--- src/rtl/line_pkg.sv ---
`default_nettype none
// ============================================================================
// Module      : line_pkg
// Description : Shared types for the Bresenham line rasteriser: coordinate
//               and error types, FSM state encoding, line request record and
//               an absolute-difference helper.
// Revision    : 1.0 - initial release
// ============================================================================
package line_pkg;

    // Coordinate width; the rasteriser's CW parameter defaults to this value
    // and must track it, since all internal types are built from it.
    localparam int LINE_CW = 9;

    typedef logic [LINE_CW-1:0]        coord_t;
    // Two extra bits: one for sign, one so 2*err cannot overflow.
    typedef logic signed [LINE_CW+1:0] err_t;

    typedef enum logic [1:0] {
        IDLE  = 2'd0,
        SETUP = 2'd1,
        DRAW  = 2'd2
    } state_t;

    typedef struct packed {
        coord_t x1;
        coord_t y1;
        coord_t x2;
        coord_t y2;
    } line_req_t;

    // |a-b| zero-extended into the signed error type.
    function automatic err_t abs_diff(input coord_t a, input coord_t b);
        coord_t w_d;
        w_d = (a >= b) ? (a - b) : (b - a);
        return err_t'({2'b00, w_d});
    endfunction

endpackage
`default_nettype wire

--- src/rtl/line_req_buf.sv ---
`default_nettype none
// ============================================================================
// Module      : line_req_buf
// Description : DataValid rising-edge detector plus a single-entry pending
//               line request buffer with sticky overflow flag.
//   clk, rst   : clock, synchronous active-high reset
//   data_valid : endpoint-valid level; each rising edge is one request
//   data_in    : endpoints sampled on the request cycle
//   req_take   : consumer takes the presented request this cycle
//   req_valid  : a request is presented (pending entry, else fresh edge)
//   req_data   : presented request
//   pend_full  : pending entry occupied
//   overflow   : sticky, a request was dropped
// Revision    : 1.0 - initial release
// ============================================================================
module line_req_buf
    import line_pkg::*;
(
    input  logic      clk,
    input  logic      rst,
    input  logic      data_valid,
    input  line_req_t data_in,
    input  logic      req_take,
    output logic      req_valid,
    output line_req_t req_data,
    output logic      pend_full,
    output logic      overflow
);

    logic      r_dv_q;
    logic      r_full;
    line_req_t r_pend;
    logic      r_ovf;

    logic w_edge;
    logic w_take_pend;
    logic w_take_edge;

    assign w_edge      = data_valid && !r_dv_q;
    // The pending entry always has priority over a fresh edge.
    assign w_take_pend = req_take && r_full;
    assign w_take_edge = req_take && !r_full;

    assign req_valid = r_full || w_edge;
    assign req_data  = r_full ? r_pend : data_in;
    assign pend_full = r_full;
    assign overflow  = r_ovf;

    always_ff @(posedge clk) begin
        if (rst) begin
            r_dv_q <= 1'b0;
            r_full <= 1'b0;
            r_pend <= '0;
            r_ovf  <= 1'b0;
        end else begin
            r_dv_q <= data_valid;
            if (w_take_pend) begin
                // Slot is freed first, so a same-cycle edge refills it.
                r_full <= w_edge;
                if (w_edge) begin
                    r_pend <= data_in;
                end
            end else if (w_edge && !w_take_edge) begin
                if (!r_full) begin
                    r_full <= 1'b1;
                    r_pend <= data_in;
                end else begin
                    r_ovf <= 1'b1;
                end
            end
        end
    end

endmodule
`default_nettype wire

--- src/rtl/line_raster.sv ---
`default_nettype none
// ============================================================================
// Module      : line_raster
// Description : Bresenham line rasteriser. Emits one pixel per accepted
//               valid/ready handshake from (x1,y1) to (x2,y2) inclusive, with
//               a one-entry queue for the next line.
//   HCLK, HRESET              : clock, synchronous active-high reset
//   x1, y1, x2, y2, DataValid : line endpoints; DataValid rising edge = request
//   PixelX, PixelY, PixelValid: current pixel
//   PixelReady                : downstream accept
//   Busy                      : line in progress or pending entry held
//   LineDone                  : pulse after last pixel of a line accepted
//   Overflow                  : sticky, a request was dropped
// Revision    : 1.0 - initial release
// ============================================================================
module line_raster
    import line_pkg::*;
#(
    parameter int CW = LINE_CW
) (
    input  logic          HCLK,
    input  logic          HRESET,
    input  logic [CW-1:0] x1,
    input  logic [CW-1:0] y1,
    input  logic [CW-1:0] x2,
    input  logic [CW-1:0] y2,
    input  logic          DataValid,
    output logic [CW-1:0] PixelX,
    output logic [CW-1:0] PixelY,
    output logic          PixelValid,
    input  logic          PixelReady,
    output logic          Busy,
    output logic          LineDone,
    output logic          Overflow
);

    state_t    r_state;
    line_req_t r_line;
    coord_t    r_x;
    coord_t    r_y;
    err_t      r_dx;
    err_t      r_dy;
    err_t      r_err;
    logic      r_sx_pos;
    logic      r_sy_pos;
    logic      r_valid;
    logic      r_done;

    line_req_t w_in;
    logic      w_req_valid;
    line_req_t w_req_data;
    logic      w_pend_full;
    logic      w_req_take;
    logic      w_accept;
    logic      w_at_end;
    err_t      w_e2;
    logic      w_step_x;
    logic      w_step_y;
    err_t      w_err_next;

    assign w_in = '{x1: x1, y1: y1, x2: x2, y2: y2};

    line_req_buf u_req_buf (
        .clk        (HCLK),
        .rst        (HRESET),
        .data_valid (DataValid),
        .data_in    (w_in),
        .req_take   (w_req_take),
        .req_valid  (w_req_valid),
        .req_data   (w_req_data),
        .pend_full  (w_pend_full),
        .overflow   (Overflow)
    );

    assign w_accept = r_valid && PixelReady;
    assign w_at_end = (r_x == r_line.x2) && (r_y == r_line.y2);

    // Both steps are decided from the pre-step error term.
    assign w_e2       = r_err <<< 1;
    assign w_step_x   = (w_e2 >= r_dy);
    assign w_step_y   = (w_e2 <= r_dx);
    assign w_err_next = r_err + (w_step_x ? r_dy : err_t'(0))
                              + (w_step_y ? r_dx : err_t'(0));

    // A fresh edge while drawing is left to the buffer to queue; only the
    // pending entry chains straight into the next SETUP.
    assign w_req_take = ((r_state == IDLE) && w_req_valid) ||
                        ((r_state == DRAW) && w_accept && w_at_end && w_pend_full);

    always_ff @(posedge HCLK) begin
        if (HRESET) begin
            r_state  <= IDLE;
            r_line   <= '0;
            r_x      <= '0;
            r_y      <= '0;
            r_dx     <= '0;
            r_dy     <= '0;
            r_err    <= '0;
            r_sx_pos <= 1'b0;
            r_sy_pos <= 1'b0;
            r_valid  <= 1'b0;
            r_done   <= 1'b0;
        end else begin
            r_done <= 1'b0;
            case (r_state)
                IDLE: begin
                    if (w_req_valid) begin
                        r_line  <= w_req_data;
                        r_state <= SETUP;
                    end
                end
                SETUP: begin
                    r_dx     <= abs_diff(r_line.x2, r_line.x1);
                    r_dy     <= -abs_diff(r_line.y2, r_line.y1);
                    r_err    <= abs_diff(r_line.x2, r_line.x1)
                              - abs_diff(r_line.y2, r_line.y1);
                    r_sx_pos <= (r_line.x1 < r_line.x2);
                    r_sy_pos <= (r_line.y1 < r_line.y2);
                    r_x      <= r_line.x1;
                    r_y      <= r_line.y1;
                    r_valid  <= 1'b1;
                    r_state  <= DRAW;
                end
                DRAW: begin
                    if (w_accept) begin
                        if (w_at_end) begin
                            r_valid <= 1'b0;
                            r_done  <= 1'b1;
                            if (w_pend_full) begin
                                r_line  <= w_req_data;
                                r_state <= SETUP;
                            end else begin
                                r_state <= IDLE;
                            end
                        end else begin
                            r_err <= w_err_next;
                            if (w_step_x) begin
                                r_x <= r_sx_pos ? (r_x + 1'b1) : (r_x - 1'b1);
                            end
                            if (w_step_y) begin
                                r_y <= r_sy_pos ? (r_y + 1'b1) : (r_y - 1'b1);
                            end
                        end
                    end
                end
                default: begin
                    r_state <= IDLE;
                end
            endcase
        end
    end

    assign PixelX     = r_x;
    assign PixelY     = r_y;
    assign PixelValid = r_valid;
    assign LineDone   = r_done;
    assign Busy       = (r_state != IDLE) || w_pend_full;

endmodule
`default_nettype wire

--- config.mk ---
export PLATFORM = sky130hd
export DESIGN_NAME = line_raster
export DESIGN_NICKNAME = d
export VERILOG_FILES = /design/src/rtl/line_pkg.sv /design/src/rtl/line_req_buf.sv /design/src/rtl/line_raster.sv
export SDC_FILE = /design/constraint.sdc
export NUM_CORES = 1
export LEC_CHECK = 0
export CORE_MARGIN = 5
export CORE_UTILIZATION = 58
export DETAILED_ROUTE_END_ITERATION = 8
export MAX_ROUTING_LAYER = met4
export PLACE_DENSITY = 0.75
export SYNTH_ARGS = -nofsm -noshare
export SYNTH_HDL_FRONTEND = slang
export SYNTH_SLANG_ARGS = --single-unit
--- constraint.sdc ---
create_clock -name HCLK -period 8.61 [get_ports HCLK]
set_clock_uncertainty 0.1 [all_clocks]
set_input_delay 2.583 -clock HCLK [delete_from_list [all_inputs] [get_ports HCLK]]
set_output_delay 2.583 -clock HCLK [all_outputs]
set_load 0.05 [all_outputs]
# Word level (Yosys, flattened, before mapping)
# Index checks and enable logic that the tools add are counted.
# op_classes
n_reduce_logical	30
bitwise_logic	3
add_sub_neg	12
magnitude_cmp	6
muxes	37
eq_ne	12
# op_table
operator	n
2-to-1 mux 36 bit	8
2-to-1 mux 9 bit	11
case mux 36 bit (2 select lines)	1
case mux 9 bit (2 select lines)	2
subtractor 9 bit	4
2-to-1 mux 11 bit	3
case mux 11 bit (2 select lines)	1
adder 9 x 1 -> 9 bit, second input constant	2
equality test 9 bit	2
greater-or-equal comparator 9 bit	2
< comparator 9 bit	2
subtractor 9 x 1 -> 9 bit, second input constant	2
!= test 2 bit, second input constant	6
AND reduction 3 bit	4
adder 11 x 10 -> 11 bit	1
adder 11 bit	1
greater-or-equal comparator 11 bit	1
<= comparator 11 x 10 -> 1 bit	1
negator 9 -> 11 bit	1
logical AND 1 bit	10
subtractor 9 x 9 -> 10 bit	1
AND reduction 4 bit	2
nonzero test 2 bit	4
2-to-1 mux 1 bit	6
other kinds (13)	22
# word_totals
register_bits	130
output_inout_bits	22
inputBits	40

# Longest topological paths before layout
# Gate-level depths: netlist (run 1).
# depth
word_depth	10
mapped_depth	22
mapped_depth_nobuf	21

# Modules after synthesis
# A second synthesis (run 1) with hierarchy kept.
# unflattened
cells_unflattened	1118
area_unflattened_um2	9658.0
# modules_own_cells
module	seq_area_each_um2	area_per_inst_um2	n_inst	cells_each
line_raster	1801.7	7495.9	1	909
line_req_buf	780.7	2162.1	1	209

# Worst setup path before layout (run 1)
# Ideal clock, no wire load.
# synth_path
path_type	reg-to-reg
from	register r_dx[2]
to	register r_err[9]
stages_incl_launch_ff	22
path_buffers	1
setup_slack_ns	3.848
t_required_ns	8.377
period_less_slack_ns	4.762
arrival_time_ns	4.530
path_cell_list	dfxtp_1 > inv_1 > ha_1 > a21o_1 > a21o_1 > a211o_1 > a21o_1 > a21o_1 > a21o_1 > clkbuf_1 > nor2_1 > fa_1 > ha_1 > fa_1 > a21o_1 > a21oi_1 > o21bai_1 > a2111oi_0 > o21ai_0 > a211oi_1 > nand3b_1 > a31oi_1
# synth_via
elab_chain_len	6
# synth_rtl
item	line	text
from (decl)	line_raster.sv:41	err_t r_dx;
from (signal assigned)	line_raster.sv:113	r_dx <= abs_diff(r_line.x2, r_line.x1);
<= comparator 11 x 10 -> 1 bit	line_raster.sv:81	assign w_step_y = (w_e2 <= r_dx);
2-to-1 mux 9 bit *	line_raster.sv:83	+ (w_step_y ? r_dx : err_t'(0));
adder 11 x 10 -> 11 bit *	line_raster.sv:83	
2-to-1 mux 11 bit *	line_raster.sv:126	if (w_at_end) begin
2-to-1 mux 11 bit *	line_raster.sv:125	if (w_accept) begin
case mux 11 bit (2 select lines) *	line_raster.sv:105	case (r_state)
to (signal assigned)	line_raster.sv:115	r_err <= abs_diff(r_line.x2, r_line.x1)
to (signal assigned)	line_raster.sv:136	r_err <= w_err_next;
to (decl)	line_raster.sv:43	err_t r_err;
# Mark *: on every way between the ends. The rest lies on a longest branch, timed or not. The select of a mux whose other input is x is not followed.
# A chain may end at the register's enable or synchronous reset.

# Worst setup path after layout (run 1)
# Ends and elaborated chain as after synthesis.

==> metrics, run 1 <==
outcome=completed; CP Data Arrival Time=roughly 5.5 ns; period utilisation layout=0.615; routed len/inst=around 17 um; Post-CTS Hold Buffers=0; final-report hold violation count=0; num ports=between 60 and 70; mux contribution to synthesized area=0.0997; Post-CTS Setup Bufs=0; Ant. Diodes=0; Crit path top cell by count=a21o_1; max_cap viols=0; critical path required time=approximately 8.8 ns; DRT Wirelength=about 23000 um; Final Util=0.669; CTS root buffer=clkbuf_16; vias in the first global route=between 7000 and 8000; # port buffers=slightly above 60; Max stage delay on crit path=approximately 0.58 ns; Post-synth ARST share=0; antenna violations before repair=0; top fanout value on the critical path=13; #FFs+latches synth=129; Initial DRC Count=between 400 and 500; power density over the cells=~280 nW/um^2; Antenna Violating Nets Remaining=0; Synth area leader=dfxtp_1; xor and xnor area share after synthesis=0.0550; CTS resizes=0; die footprint=between 15000 and 20000 um^2; Synth top cells by count=nor2_1 (135), dfxtp_1 (129), inv_1 (95); share of layout cells above drive strength 1=0.0559; TNS Setup=0 ns; crit end category=flip-flop; fin crit period=5.30 ns; Max-slew headroom=0.324; clk_lat worst skew=0.43 ns; row count=between 40 and 50; vias per cell=roughly 5.8; DR vias=between 7000 and 8000; Leakage=approximately 4.5 nW; gpl congestion=0.920; CP startpoint kind=flip-flop; synthesized-area fraction occupied by ao, oa, aoi and oai cells=0.201; critical path type=reg2reg; clock transition at the registers of the reported paths=roughly 0.060 ns; synthesized area=9220 um^2; Die W=about 140 um; initial core utilization=0.586; Synth Flop Type=dfxtp_1; first-pass GRT wire length=37600 um; Cells after DPL=~1300; Ys Warns=0; largest net degree at the start of global routing=85; H-tree depth=4; DP Worst Slack=around 3.1 ns; Final Max Slew Viols=0; Synth top area share=0.280; Distinct cells, synth=73; dpl hpwl=roughly 17000 um; Slowest cell on crit path=a2111oi_0; Hold Path Class=reg2reg; Cells after Synth=between 1000 and 1500; drc violations=0; GRT overflow=0; fmax=189 MHz; CTS tree=done; count leader, synth=nor2_1; unrepaired setup endpoints after global routing=false; Finished Cell Area=10500 um^2; Net Count, Synth=about 1200; syn avg cell area=~8.4 um^2; Area Overhead vs Synth=14.1%; Synth Area in Adders=0.154; CTS Buffer Depth=2; clock buffer count from CTS=17; Nets=between 1000 and 1500; core outline area=between 15000 and 20000 um^2; CTS Sinks=roughly 130; EDFF count, synth=0; Seq/Total Area, Yosys=0.280; CP cell instances=inv_1, ha_1, a21o_1, a21o_1, a211o_1, a21o_1, a21o_1, a21o_1, nor2_1, fa_1, ha_1, fa_1, a21o_1, a21oi_1, o21bai_1, a2111oi_0, o21ai_0, a211oi_1, nand3b_1, a31oi_1; Placed Area=about 10000 um^2; final worst setup slack=roughly 3.3 ns; post-route insts no fill=1361; combinational family with the most area after synthesis=compound AO/OA/AOI/OAI gates; drt pass-1 iters=5; gr usage total=0.262; Synth Area in Simple Gates=0.148; Die Span Y=136 um; Slew @ Worst Pin=between 1 and 1.5 ns; Area contributors post-synth=dfxtp_1 (28%), ha_1 (12%), mux2i_1 (9.2%), nor2_1 (5.5%), a211oi_1 (4.6%); setup violators final=0; Max IR drop VDD=approximately 0.17 mV
power by group:
group / total [mW] / leakage (nW) / switching, mW / internal [mW]
logic: 1.54 / 3.20 / 0.897 / 0.639
registers: 0.735 / 1.06 / 0.0755 / 0.660
clock network: 0.684 / 0.265 / 0.281 / 0.403
total: 2.96 / 4.52 / 1.25 / 1.70
worst max-delay path: cells and delay by family, from the launching register on:
family / cells / cell delay [ns]
AO/OA/AOI/OAI: 13 / 2.99
adder cells (fa/ha/maj): 4 / 1.38
buffers and inverters: 1 / 0.06
flip-flops: 1 / 0.33
AND/OR/NAND/NOR: 2 / 0.32
worst paths after layout:
path	cells past startpoint	to	slack (ns)	start
worst min-delay path	2	r_dy[2]$_SDFFE_PP0P_	0.35	r_dy[2]$_SDFFE_PP0P_
worst min register to register	2	r_dy[2]$_SDFFE_PP0P_	0.35	r_dy[2]$_SDFFE_PP0P_
worst max-delay path	20	r_err[9]$_SDFFE_PP0P_	3.31	r_dx[2]$_SDFFE_PP0P_
worst max register to register	20	r_err[9]$_SDFFE_PP0P_	3.31	r_dx[2]$_SDFFE_PP0P_
placed cells by master, fill, tap and decap left out, types with 4 or more instances in the layout:
cell / n
clkdlybuf4s50_1: 60
nand2b_1: 5
a21o_1: 23
clkbuf_16: 17
nand2_1: 56
fa_1: 17
a311oi_1: 4
o21ai_0: 35
a31oi_1: 10
o211ai_1: 9
a2111oi_0: 4
nor3_1: 23
nand4_1: 9
nor2_1: 134
mux2_2: 4
dfxtp_1: 128
mux2i_1: 85
nor2b_1: 9
nor4_1: 4
and3_1: 8
inv_1: 95
xor2_1: 11
ha_1: 86
o31ai_1: 4
xnor2_1: 45
a211oi_1: 56
buf_4: 11
and2_1: 5
o21bai_1: 12
nand3_1: 20
nand3b_1: 5
a21oi_1: 71
or3_1: 7
clkinv_4: 4
state kept, by name, indices dropped and copies added, names as in the netlist:
| name | cells |
|---|---|
| PixelValid | 1 |
| u_req_buf.r_dv_q | 1 |
| u_req_buf.overflow | 1 |
| r_dy | 11 |
| u_req_buf.r_pend | 36 |
| LineDone | 1 |
| PixelY | 9 |
| r_sy_pos | 1 |
| r_state | 2 |
| r_err | 10 |
| r_sx_pos | 1 |
| r_line | 36 |
| PixelX | 9 |
| r_dx | 9 |
| u_req_buf.pend_full | 1 |
per-layer routing:
metal  track usage  up-vias  wire [um]  share of wire
met2         0.417      230      10700           0.47
met3        0.0481       48       1190          0.051
met4        0.0924        0        721          0.031
met1         0.334     3669      10400           0.45
li1              -     3945          -              -
met5             -        -          0              0
cell type report:
type                            count  area [um^2]
Clock buffer                       19          443
Clock inverter                     12          111
Fill cell                        1349         5190
Inverter                           96          360
Multi-Input combinational cell    818         6070
Sequential cell                   129         2580
Tap cell                          216          270
Timing Repair Buffer               71          683
logic make-up after synthesis:
logic type,after synthesis
AND/OR/NAND/NOR,298
AO/OA/AOI/OAI,270
buffers and inverters,150
flip-flops,129
adder cells (fa/ha/maj),103
multiplexers,90
XOR/XNOR,57
metrics by stage:
| step | power (mW) | hold WS, ns |
|---|---|---|
| after detailed placement | 2.26 | 0.346 |
| after CTS | 2.95 | 0.354 |
| final | 2.96 | 0.351 |
| after global placement | 2.23 | 0.343 |
| after floorplan | 1.91 | 0.332 |
| after global routing | 3.17 | 0.379 |
No activity file was read; power rests on OpenSTA's default activity.
==> inputs of run 2 (changes only) <==
==> constraint.sdc (replaced) <==
create_clock -name HCLK -period 5.1 [get_ports HCLK]
set_clock_uncertainty 0.1 [all_clocks]
set_input_delay 1.53 -clock HCLK [delete_from_list [all_inputs] [get_ports HCLK]]
set_output_delay 1.53 -clock HCLK [all_outputs]
set_load 0.05 [all_outputs]
==> run 2 against run 1 <==
Sequential power is 69% higher. Sequential cell count stayed put. Critical path depth stayed put. First-iteration DRC count is 12% higher. Non-clock buffer count is 14 higher. Sequential share of layout area is 0.39 points lower. Fmax is 10% higher. Largest power group unchanged.
==> metrics, run 2 (synthesis results as in run 1) <==
core outline area=15700 um^2 (unchanged); Placed Area=10000 um^2 (was 9960 um^2); Min-Delay Path Depth=2 (unchanged); fmax=208 MHz (was 189 MHz); largest net degree at the start of global routing=94 (was 85); first-pass GRT wire length=38500 um (was 37600 um); dpl hpwl=17400 um (was 17300 um); Final Util=0.680 (was 0.669); CTS Buffer Depth=2 (unchanged); clock transition at the registers of the reported paths=0.06 ns (about the same); Antenna Violating Nets Remaining=0 (unchanged); vias in the first global route=7587 (was 7655); unrepaired setup endpoints after global routing=false (unchanged); Cells after DPL=1341 (was 1330); period utilisation layout=0.942 (was 0.615); Nets=1290 (was 1276); # port buffers=61 (unchanged); CP startpoint kind=flip-flop (unchanged); gpl congestion=0.963 (was 0.920); H-tree depth=4 (unchanged); outcome=completed (unchanged); GRT overflow=0 (unchanged); fin crit period=4.80 ns (was 5.30 ns); Max-slew headroom=0.354 (was 0.324); RR Endpoint=r_err[9]$_SDFFE_PP0P_ (unchanged); max_cap viols=0 (unchanged); CTS tree=done (unchanged); Ant. Diodes=0 (unchanged); DR vias=7957 (was 7892); CTS Sinks=129 (unchanged); setup violators final=0 (unchanged); Worst Reg2Reg Path Length in Cells=20 (unchanged); Initial DRC Count=490 (was 437); Area Overhead vs Synth=16.0% (was 14.1%); slack of the worst reg-to-reg path=0.30 ns (was 3.31 ns); CTS root buffer=clkbuf_16 (unchanged); Largest regs=r_line: 36 flops, u_req_buf.r_pend: 36 flops, r_dy: 11 flops (unchanged); Die W=136 um (unchanged); num ports=62 (unchanged); total power=5.27 mW (was 2.96 mW); TNS Setup=0 ns (unchanged); die footprint=18500 um^2 (unchanged); most common cell after layout, fill and taps aside=nor2_1 (unchanged); Final Max Slew Viols=0 (unchanged); DRT Wirelength=23800 um (was 23100 um); critical path required time=5.30 ns (was 8.80 ns); Leakage=4.62 nW (was 4.52 nW); CP Data Arrival Time=5.00 ns (was 5.49 ns); Endpoint, Worst Hold=r_dy[2]$_SDFFE_PP0P_ (unchanged); row count=46 (unchanged); drc violations=0 (unchanged); vias per cell=5.78 (was 5.80); antenna violations before repair=0 (unchanged); crit end category=flip-flop (unchanged); Slew @ Worst Pin=0.969 ns (was 1.01 ns); final worst setup slack=0.298 ns (was 3.31 ns); share of layout cells above drive strength 1=0.0707 (was 0.0559); drt pass-1 iters=5 (unchanged); power density over the cells=493 nW/um^2 (was 281 nW/um^2); Max IR drop VDD=0.286 mV (was 0.171 mV); routed len/inst=17.3 um (was 16.9 um); Post-CTS Hold Buffers=0 (unchanged); initial core utilization=0.586 (unchanged); Worst Min Path Start=r_dy[2]$_SDFFE_PP0P_ (unchanged); post-route insts no fill=1376 (was 1361); Die Span Y=136 um (unchanged); gr usage total=0.269 (was 0.262); top fanout value on the critical path=3 (was 13); Hold Path Class=reg2reg (unchanged); clk_lat worst skew=0.43 ns (about the same); highest-count cells in the layout ignoring fill and taps=nor2_1 (134), dfxtp_1 (128), inv_1 (95), ha_1 (86), mux2i_1 (85) (unchanged); Critical R2R Launch=r_dx[2]$_SDFFE_PP0P_ (unchanged); DP Worst Slack=0.0316 ns (was 3.13 ns); Fill cells=1283 (was 1349); final-report hold violation count=0 (unchanged); critical path type=reg2reg (unchanged); hold_ws=0.362 ns (was 0.351 ns); Finished Cell Area=10700 um^2 (was 10500 um^2); clock buffer count from CTS=17 (unchanged)
run 2: worst max-delay path by stage:
stage / from / endpoint / slack, ns / cells past startpoint
6_report: r_dx[2]$_SDFFE_PP0P_ / r_err[9]$_SDFFE_PP0P_ / 0.30 / 20
5_1_grt: r_dy[4]$_SDFFE_PP0P_ / r_err[9]$_SDFFE_PP0P_ / 0.007 / 20
4_1_cts: r_dx[2]$_SDFFE_PP0P_ / r_err[9]$_SDFFE_PP0P_ / 0.01 / 20
3_5_place_dp: r_dx[2]$_SDFFE_PP0P_ / r_err[9]$_SDFFE_PP0P_ / 0.03 / 20
3_3_place_gp: r_dx[2]$_SDFFE_PP0P_ / r_err[9]$_SDFFE_PP0P_ / 0.25 / 20
2_1_floorplan: r_dx[2]$_SDFFE_PP0P_ / r_err[9]$_SDFFE_PP0P_ / 0.34 / 21
run 2: critical path: stages (launching register included):
cell       delay (ns)
dfxtp_1          0.33
inv_1            0.06
ha_1             0.30
a21o_1           0.16
a21o_1           0.17
a211o_1          0.30
a21o_1           0.18
a21o_1           0.19
a21o_1           0.18
nor2_1           0.13
fa_1             0.43
ha_1             0.24
fa_1             0.41
a21o_1           0.21
a21oi_2          0.18
o21bai_1         0.12
a2111oi_2        0.36
o21ai_0          0.19
a211oi_1         0.23
nand3b_1         0.13
a31oi_1          0.07
run 2: report_power, final:
| part | total, mW | internal (mW) | switching [mW] |
|---|---|---|---|
| logic | 2.76 | 1.16 | 1.60 |
| registers | 1.24 | 1.11 | 0.124 |
| clock network | 1.26 | 0.706 | 0.559 |
run 2: layer usage:
metal	GRT usage	share of wire	vias to the layer above
li1	-	-	3995
met4	0.0829	0.023	0
met2	0.417	0.46	202
met3	0.0533	0.053	42
met5	-	0	-
met1	0.356	0.47	3718
run 2: area by class of cell:
class	instances	area, um^2	share of cell area
Timing Repair Buffer	85	788	0.0738
Clock inverter	15	184	0.0172
Sequential cell	129	2580	0.242
Inverter	96	360	0.0337
Clock buffer	17	425	0.0398
Multi-Input combinational cell	818	6080	0.568
Tap cell	216	270	0.0253
run 2: what timing repair did:
item	4_1_cts	5_1_grt
setup endpoints to repair	0	1
buffers inserted	0	3
resized for setup	0	3
==> inputs of run 3 (changes only) <==
--- a/config.mk
+++ b/config.mk
@@ -6,10 +6,10 @@
 export NUM_CORES = 1
 export LEC_CHECK = 0
 export CORE_MARGIN = 5
-export CORE_UTILIZATION = 58
+export CORE_UTILIZATION = 40
 export DETAILED_ROUTE_END_ITERATION = 8
 export MAX_ROUTING_LAYER = met4
-export PLACE_DENSITY = 0.75
+export PLACE_DENSITY = 0.56
 export SYNTH_ARGS = -nofsm -noshare
 export SYNTH_HDL_FRONTEND = slang
 export SYNTH_SLANG_ARGS = --single-unit
==> constraint.sdc (replaced) <==
create_clock -name HCLK -period 4.1 [get_ports HCLK]
set_clock_uncertainty 0.1 [all_clocks]
set_input_delay 1.23 -clock HCLK [delete_from_list [all_inputs] [get_ports HCLK]]
set_output_delay 1.23 -clock HCLK [all_outputs]
set_load 0.05 [all_outputs]
==> run 3 against run 2 <==
Sequential share of layout area fell by 1.9 points. The flow now finishes with violations (negative setup slack). Total power rose by 37%. Register-to-register slack got worse by 0.55 ns. Count of clock-buffer cells in the layout did not move. Largest power group unchanged. Non-clock buffer count rose by 100. Critical path depth fell by 1. Final cell count rose by 12%. Design area rose by 9.1%. Critical endpoint unchanged. Die area rose by 41%. First-iteration DRC count fell by 9.8%. Core utilization fell by 17 points.
==> metrics, run 3 (synthesis results as in run 1) <==
post-route insts no fill=1545 (was 1376); H-tree depth=4 (unchanged); max_cap viols=0 (unchanged); Final Max Slew Viols=0 (unchanged); most common cell after layout, fill and taps aside=nor2_1 (unchanged); uppermost layer routed=met4 (unchanged); Nets=1390 (was 1290); die footprint=26200 um^2 (was 18500 um^2); # port buffers=61 (unchanged); DR vias=8125 (was 7957); Post-CTS Hold Buffers=0 (unchanged); initial core utilization=0.407 (was 0.586); CP bufs+invs=0 (was 1); CP top delay family=compound AO/OA/AOI/OAI gates (unchanged); power density over the cells=618 nW/um^2 (was 493 nW/um^2); Hold Path Class=reg2reg (unchanged); crit end category=flip-flop (unchanged); Ant. Diodes=0 (unchanged); outcome=finished, violations left (was completed); Area Overhead vs Synth=26.6% (was 16.0%); gr usage total=0.209 (was 0.269); DP Worst Slack=-0.374 ns (was 0.0316 ns); CTS Buffer Depth=2 (unchanged); drt pass-1 iters=6 (was 5); final worst setup slack=-0.254 ns (was 0.298 ns); critical path type=reg2reg (unchanged); routed length on met2=11600 um (was 10800 um); share of layout cells above drive strength 1=0.167 (was 0.0707); vias per cell=5.26 (was 5.78); Max IR drop VDD=0.381 mV (was 0.286 mV); CP startpoint kind=flip-flop (unchanged); Initial DRC Count=442 (was 490); final-report hold violation count=0 (unchanged); Die Span Y=162 um (was 136 um); met3 WL=1100 um (was 1250 um); Cells after DPL=1506 (was 1341); Antenna Violating Nets Remaining=0 (unchanged); clock buffer count from CTS=17 (unchanged); dpl hpwl=20200 um (was 17400 um); GRT overflow=0 (unchanged); highest-count cells in the layout ignoring fill and taps=nor2_1 (132), buf_4 (124), dfxtp_1 (121), inv_1 (94), mux2i_1 (85) (was nor2_1 (134), dfxtp_1 (128), inv_1 (95), ha_1 (86), mux2i_1 (85)); Max-slew headroom=0.561 (was 0.354); Leakage=5.14 nW (was 4.62 nW); routed len/inst=17.1 um (was 17.3 um); fin crit period=4.35 ns (was 4.80 ns); CTS Sinks=129 (unchanged); CP cell instances=ha_4, a21o_1, a21o_1, a211o_1, a21o_1, a21o_1, a21o_1, nor2_4, fa_1, ha_4, fa_2, a21o_1, a21oi_2, o21bai_1, a2111oi_2, o21ai_1, a211oi_1, nand3b_1, a31oi_1 (was inv_1, ha_1, a21o_1, a21o_1, a211o_1, a21o_1, a21o_1, a21o_1, nor2_1, fa_1, ha_1, fa_1, a21o_1, a21oi_2, o21bai_1, a2111oi_2, o21ai_0, a211oi_1, nand3b_1, a31oi_1); drc violations=0 (unchanged); Slowest cell on crit path=fa_1 (unchanged); CTS tree=done (unchanged); vias in the first global route=8005 (was 7587); setup violators final=4 (was 0); unrepaired setup endpoints after global routing=true (was false); clk_lat worst skew=0.43 ns (about the same); period utilisation layout=1.06 (was 0.942); failing checks=negative setup slack; num ports=62 (unchanged); WL met1=13200 um (was 11100 um); top fanout value on the critical path=3 (unchanged); gpl congestion=0.894 (was 0.963); row count=55 (was 46); core outline area=22600 um^2 (was 15700 um^2); clock transition at the registers of the reported paths=0.07 ns (was 0.06 ns); largest net degree at the start of global routing=52 (was 94); Slew @ Worst Pin=0.658 ns (was 0.969 ns); Die W=162 um (was 136 um); fmax=230 MHz (was 208 MHz); CP Data Arrival Time=4.53 ns (was 5.00 ns); first-pass GRT wire length=42800 um (was 38500 um); Max stage delay on crit path=0.44 ns (was 0.43 ns); Crit path top cell by count=a21o_1 (unchanged); critical path required time=4.27 ns (was 5.30 ns); CTS root buffer=clkbuf_16 (unchanged); Largest regs=r_line: 36 flops, u_req_buf.r_pend: 36 flops, r_dy: 11 flops (unchanged); antenna violations before repair=0 (unchanged); DRT Wirelength=26400 um (was 23800 um)
run 3: cell types whose count changed in the layout (fill, tap and decap cells not counted), sizes merged:
cell	delta
clkinv	+1
buf	+100
inv	-1
run 3: path summary, 6_finish.rpt:
check	from	endpoint	slack, ns	cells after the start
worst max-delay path	r_err[1]$_SDFFE_PP0P_	r_err[9]$_SDFFE_PP0P_	-0.25	19
worst min-delay path	r_dy[1]$_SDFFE_PP0P_	r_dy[1]$_SDFFE_PP0P_	0.36	2
worst max register to register	r_err[1]$_SDFFE_PP0P_	r_err[9]$_SDFFE_PP0P_	-0.25	19
worst min register to register	r_dy[1]$_SDFFE_PP0P_	r_dy[1]$_SDFFE_PP0P_	0.36	2
run 3: report_power, final:
| part | switching, mW | leakage (nW) | internal (mW) |
|---|---|---|---|
| Sequential | 0.118 | 1.06 | 1.39 |
| Combinational | 2.20 | 3.79 | 1.93 |
| Clock | 0.695 | 0.289 | 0.866 |
run 3: stage by stage:
| step | utilization | hold slack [ns] | power (mW) | setup TNS, ns | area [um^2] |
|---|---|---|---|---|---|
| floorplan | - | 0.332 | 4.07 | -0.211 | 9270 |
| CTS | 0.513 | 0.359 | 7.07 | -0.674 | 11600 |
| detailed placement | 0.481 | 0.350 | 5.38 | -0.727 | 10900 |
| finish | 0.515 | 0.355 | 7.20 | -0.362 | 11700 |
| global route | 0.515 | 0.378 | 7.74 | -1.14 | 11700 |
| global placement | 0.481 | 0.343 | 5.36 | -0.259 | 10900 |
run 3: timing repair:
item / CTS / global route
pin swaps: 20 / 11
resized for setup: 13 / 18
hold endpoints to repair: 0 / 0
setup buffers: 11 / 3
endpoints found under the setup margin: 4 / 6
run 3: routing by layer:
metal / global-route usage / vias up
met5: - / -
met4: 0.0688 / 0
met3: 0.0294 / 34
li1: - / 4184
met1: 0.290 / 3746
met2: 0.314 / 161
run 3: worst register-to-register path, stage by stage, from the launching register on:
cell,delay (ns)
dfxtp_4,0.35
ha_4,0.23
a21o_1,0.17
a21o_1,0.15
a211o_1,0.25
a21o_1,0.15
a21o_1,0.16
a21o_1,0.21
nor2_4,0.11
fa_1,0.44
ha_4,0.19
fa_2,0.34
a21o_1,0.17
a21oi_2,0.15
o21bai_1,0.10
a2111oi_2,0.34
o21ai_1,0.13
a211oi_1,0.21
nand3b_1,0.14
a31oi_1,0.09
run 3: cell type report:
| type | instances | area, um^2 |
|---|---|---|
| inverter | 96 | 360 |
| clock buffer | 17 | 425 |
| timing repair buffer | 185 | 1540 |
| fill | 2202 | 11000 |
| sequential | 129 | 2590 |
| tap | 285 | 357 |
| multi-input combinational | 818 | 6220 |
| clock inverter | 15 | 168 |
==> edit (settings of run 3) <==
Register the output `Overflow`, cleared by the reset; this adds one clock of latency there. The other outputs are not delayed to match.
--- a/src/rtl/line_raster.sv
+++ b/src/rtl/line_raster.sv
@@ -35,4 +35,6 @@
 );
 
+    logic Overflow_d;
+
     state_t    r_state;
     line_req_t r_line;
@@ -70,5 +72,5 @@
         .req_data   (w_req_data),
         .pend_full  (w_pend_full),
-        .overflow   (Overflow)
+        .overflow   (Overflow_d)
     );
 
@@ -157,4 +159,12 @@
     assign Busy       = (r_state != IDLE) || w_pend_full;
 
+    always_ff @(posedge HCLK) begin
+        if (HRESET) begin
+            Overflow <= '0;
+        end else begin
+            Overflow <= Overflow_d;
+        end
+    end
+
 endmodule
 `default_nettype wire
Formal check against the unedited RTL: not equivalent (a bounded check fails within 10 cycles, from zero or initial values and one cycle with HRESET high).
==> edit against run 3 <==
- final cell count shrank 2.6%
- worst setup slack improved by 0.35 ns
- die area shrank 2.5%
- synthesized area is 2.6% lower
- largest power group unchanged
- power is 3.3% lower
- count of clock-buffer cells in the layout unchanged
- sequential cell count is 1 higher
- routed wire length shrank 6.4%
- final area is 2.0% lower
- global-route usage is 0.98 points lower
==> edit: results (changes against run 3) <==
outcome:
  outcome: "finished clean"
global_route:
  grt_start_max_net_pins: 56  # +7.7%
  first_global_vias: 7573  # -5.4%
  grtUsageTotal_pct: 19.9  # -0.98 points
  grt_first_pass_wirelength_um: 40300  # -5.9%
place:
  place_congestion: 0.863  # -3.4%
  placed_cells_incl_taps: 1471  # -2.3%
power_and_ir_drop:
  static-leakage-power_uw: 0.00499  # -2.8%
  max-vdd-ir-drop_mv: 0.321  # -16%
layout:
  drive_gt1_share_pct: 17.5  # +0.80 points
  nets: 1355  # -2.5%
  finalInstanceArea_sq_um: 11400  # -2.0%
  n_fill_cell: 2077  # -5.7%
clock_tree:
  tritoncts.num_buffers: 17  # unchanged
setup_path:
  ff2ff_setup_slack_ns: 0.1  # +0.35 ns
  crit-reg2reg-launch: "r_err[0]"
  timing.reg2reg.worst_path_depth: 18  # -1
  path_max_fanout: 4  # +1
  timing.critical_path.slowest_cell_delay_ns: 0.47  # +0.03 ns
  worst-endpoint-arrival_ns: 4.23  # -0.30 ns
  critical_path.reg2reg.endpoint: "r_err[7]"
synthesis:
  ys_async_sr_fraction_pct: 0  # unchanged
  synthesis.instances: 1053  # -4.0%
  synth_seq_area_share_pct: 29.0  # +0.98 points
  synth.distinct_cells: 63  # -14%
  syn_nets: 1196  # -3.5%
  synth.area.top_cells: "sky130_fd_sc_hd__dfxtp_1 (29%), sky130_fd_sc_hd__ha_1 (12%), sky130_fd_sc_hd__mux2i_1 (9.7%), sky130_fd_sc_hd__nor2_1 (5.9%), sky130_fd_sc_hd__a211oi_1 (4.4%)"
  ys_top_cells_by_count: "sky130_fd_sc_hd__nor2_1 (142), sky130_fd_sc_hd__dfxtp_1 (130), sky130_fd_sc_hd__mux2i_1 (87), sky130_fd_sc_hd__ha_1 (86), sky130_fd_sc_hd__inv_1 (84)"
detailed_routing:
  wl_per_cell_um: 16.4  # -3.9%
  detail_route.iter0.violations: 425  # -3.8%
  tritonroute_pass_1_iters: 5  # -1
  dr_total_vias: 7749  # -4.6%
min_path:
  holdPathStages: 2  # unchanged
  hold_wc_startpoint: "r_dx[5]"
  min-delay-path-class: "reg2reg"
  worst_hold_path.endpoint: "r_dx[5]"
timing:
  worst_slew_pin_slew_ns: 0.643  # -0.0153 ns
  finalHoldWorstSlack_ns: 0.359  # +0.00361 ns
==> edit: changes by cell type after synthesis, moves of 8 or more <==
cell and delta:
sky130_fd_sc_hd__nor3_1 -14, sky130_fd_sc_hd__and2_1 +10, sky130_fd_sc_hd__a31oi_1 -8, sky130_fd_sc_hd__inv_1 -11, sky130_fd_sc_hd__nand3_1 -8, sky130_fd_sc_hd__a21oi_1 -15
==> edit: metrics by stage <==
stage / setup WS [ns] / total power, uW / TNS (ns)
global route: -0.0751 / 7500 / -0.151
CTS: 0.0489 / 6890 / 0
detailed placement: -0.109 / 5310 / -0.137
global placement: 0.0161 / 5290 / 0
finish: 0.0971 / 6970 / 0
floorplan: 0.00313 / 3930 / 0
==> edit: worst max path at each step <==
| stage | start | end | slack [ns] | cells past startpoint |
|---|---|---|---|---|
| floorplan | r_dy[4] | r_err[9] | 0.003 | 21 |
| CTS | r_dy[4] | r_err[9] | 0.05 | 20 |
| finish | r_err[0] | r_err[7] | 0.1 | 18 |
| global placement | r_dx[7] | r_err[9] | 0.02 | 18 |
| detailed placement | r_dx[7] | r_err[9] | -0.11 | 18 |
| global route | r_dx[1] | r_err[7] | -0.08 | 20 |
==> edit: kinds of logic (layout without fill, tap and decap cells) <==
logic type	count (synthesis)	in the layout	synth area share, %
AO/OA/AOI/OAI	239	239	18.2
XOR/XNOR	62	62	6.22
adder cells (fa/ha/maj)	103	103	15.8
buffers and inverters	136	308	5.77
flip-flops	130	130	29.0
multiplexers	93	93	10.5
AND/OR/NAND/NOR	290	290	14.5
==> edit: power by group <==
part | switching, uW | total (uW) | internal (uW) | leakage, uW
clock network | 702 | 1510 | 804 | 0.000275
logic | 2070 | 3940 | 1870 | 0.00365
registers | 118 | 1520 | 1400 | 0.00107
==> edit: final cells by class <==
type | count | area (sq um) | area share (%)
clock buffers | 17 | 425 | 3.72
well taps | 280 | 350 | 3.07
inverters | 84 | 315 | 2.76
clock inverters | 15 | 143 | 1.25
flip-flops and latches | 130 | 2610 | 22.8
multi-input cells | 787 | 5980 | 52.3
repair buffers | 192 | 1600 | 14.0
==> edit: metal layers <==
metal  global-route usage, %  share of wire (%)  up-vias
li1                        -                  -     4002
met1                    28.1                 51     3551
met5                       -                  0        -
met2                    29.9                 44      172
met4                    5.08                1.6        0
met3                    3.09                3.7       24
==> edit: what timing repair did <==
item	in CTS	in global routing
endpoints found under the setup margin	2	5
setup buffers	0	2
hold buffers	0	0
gates resized for setup	5	33
pin swaps	5	24
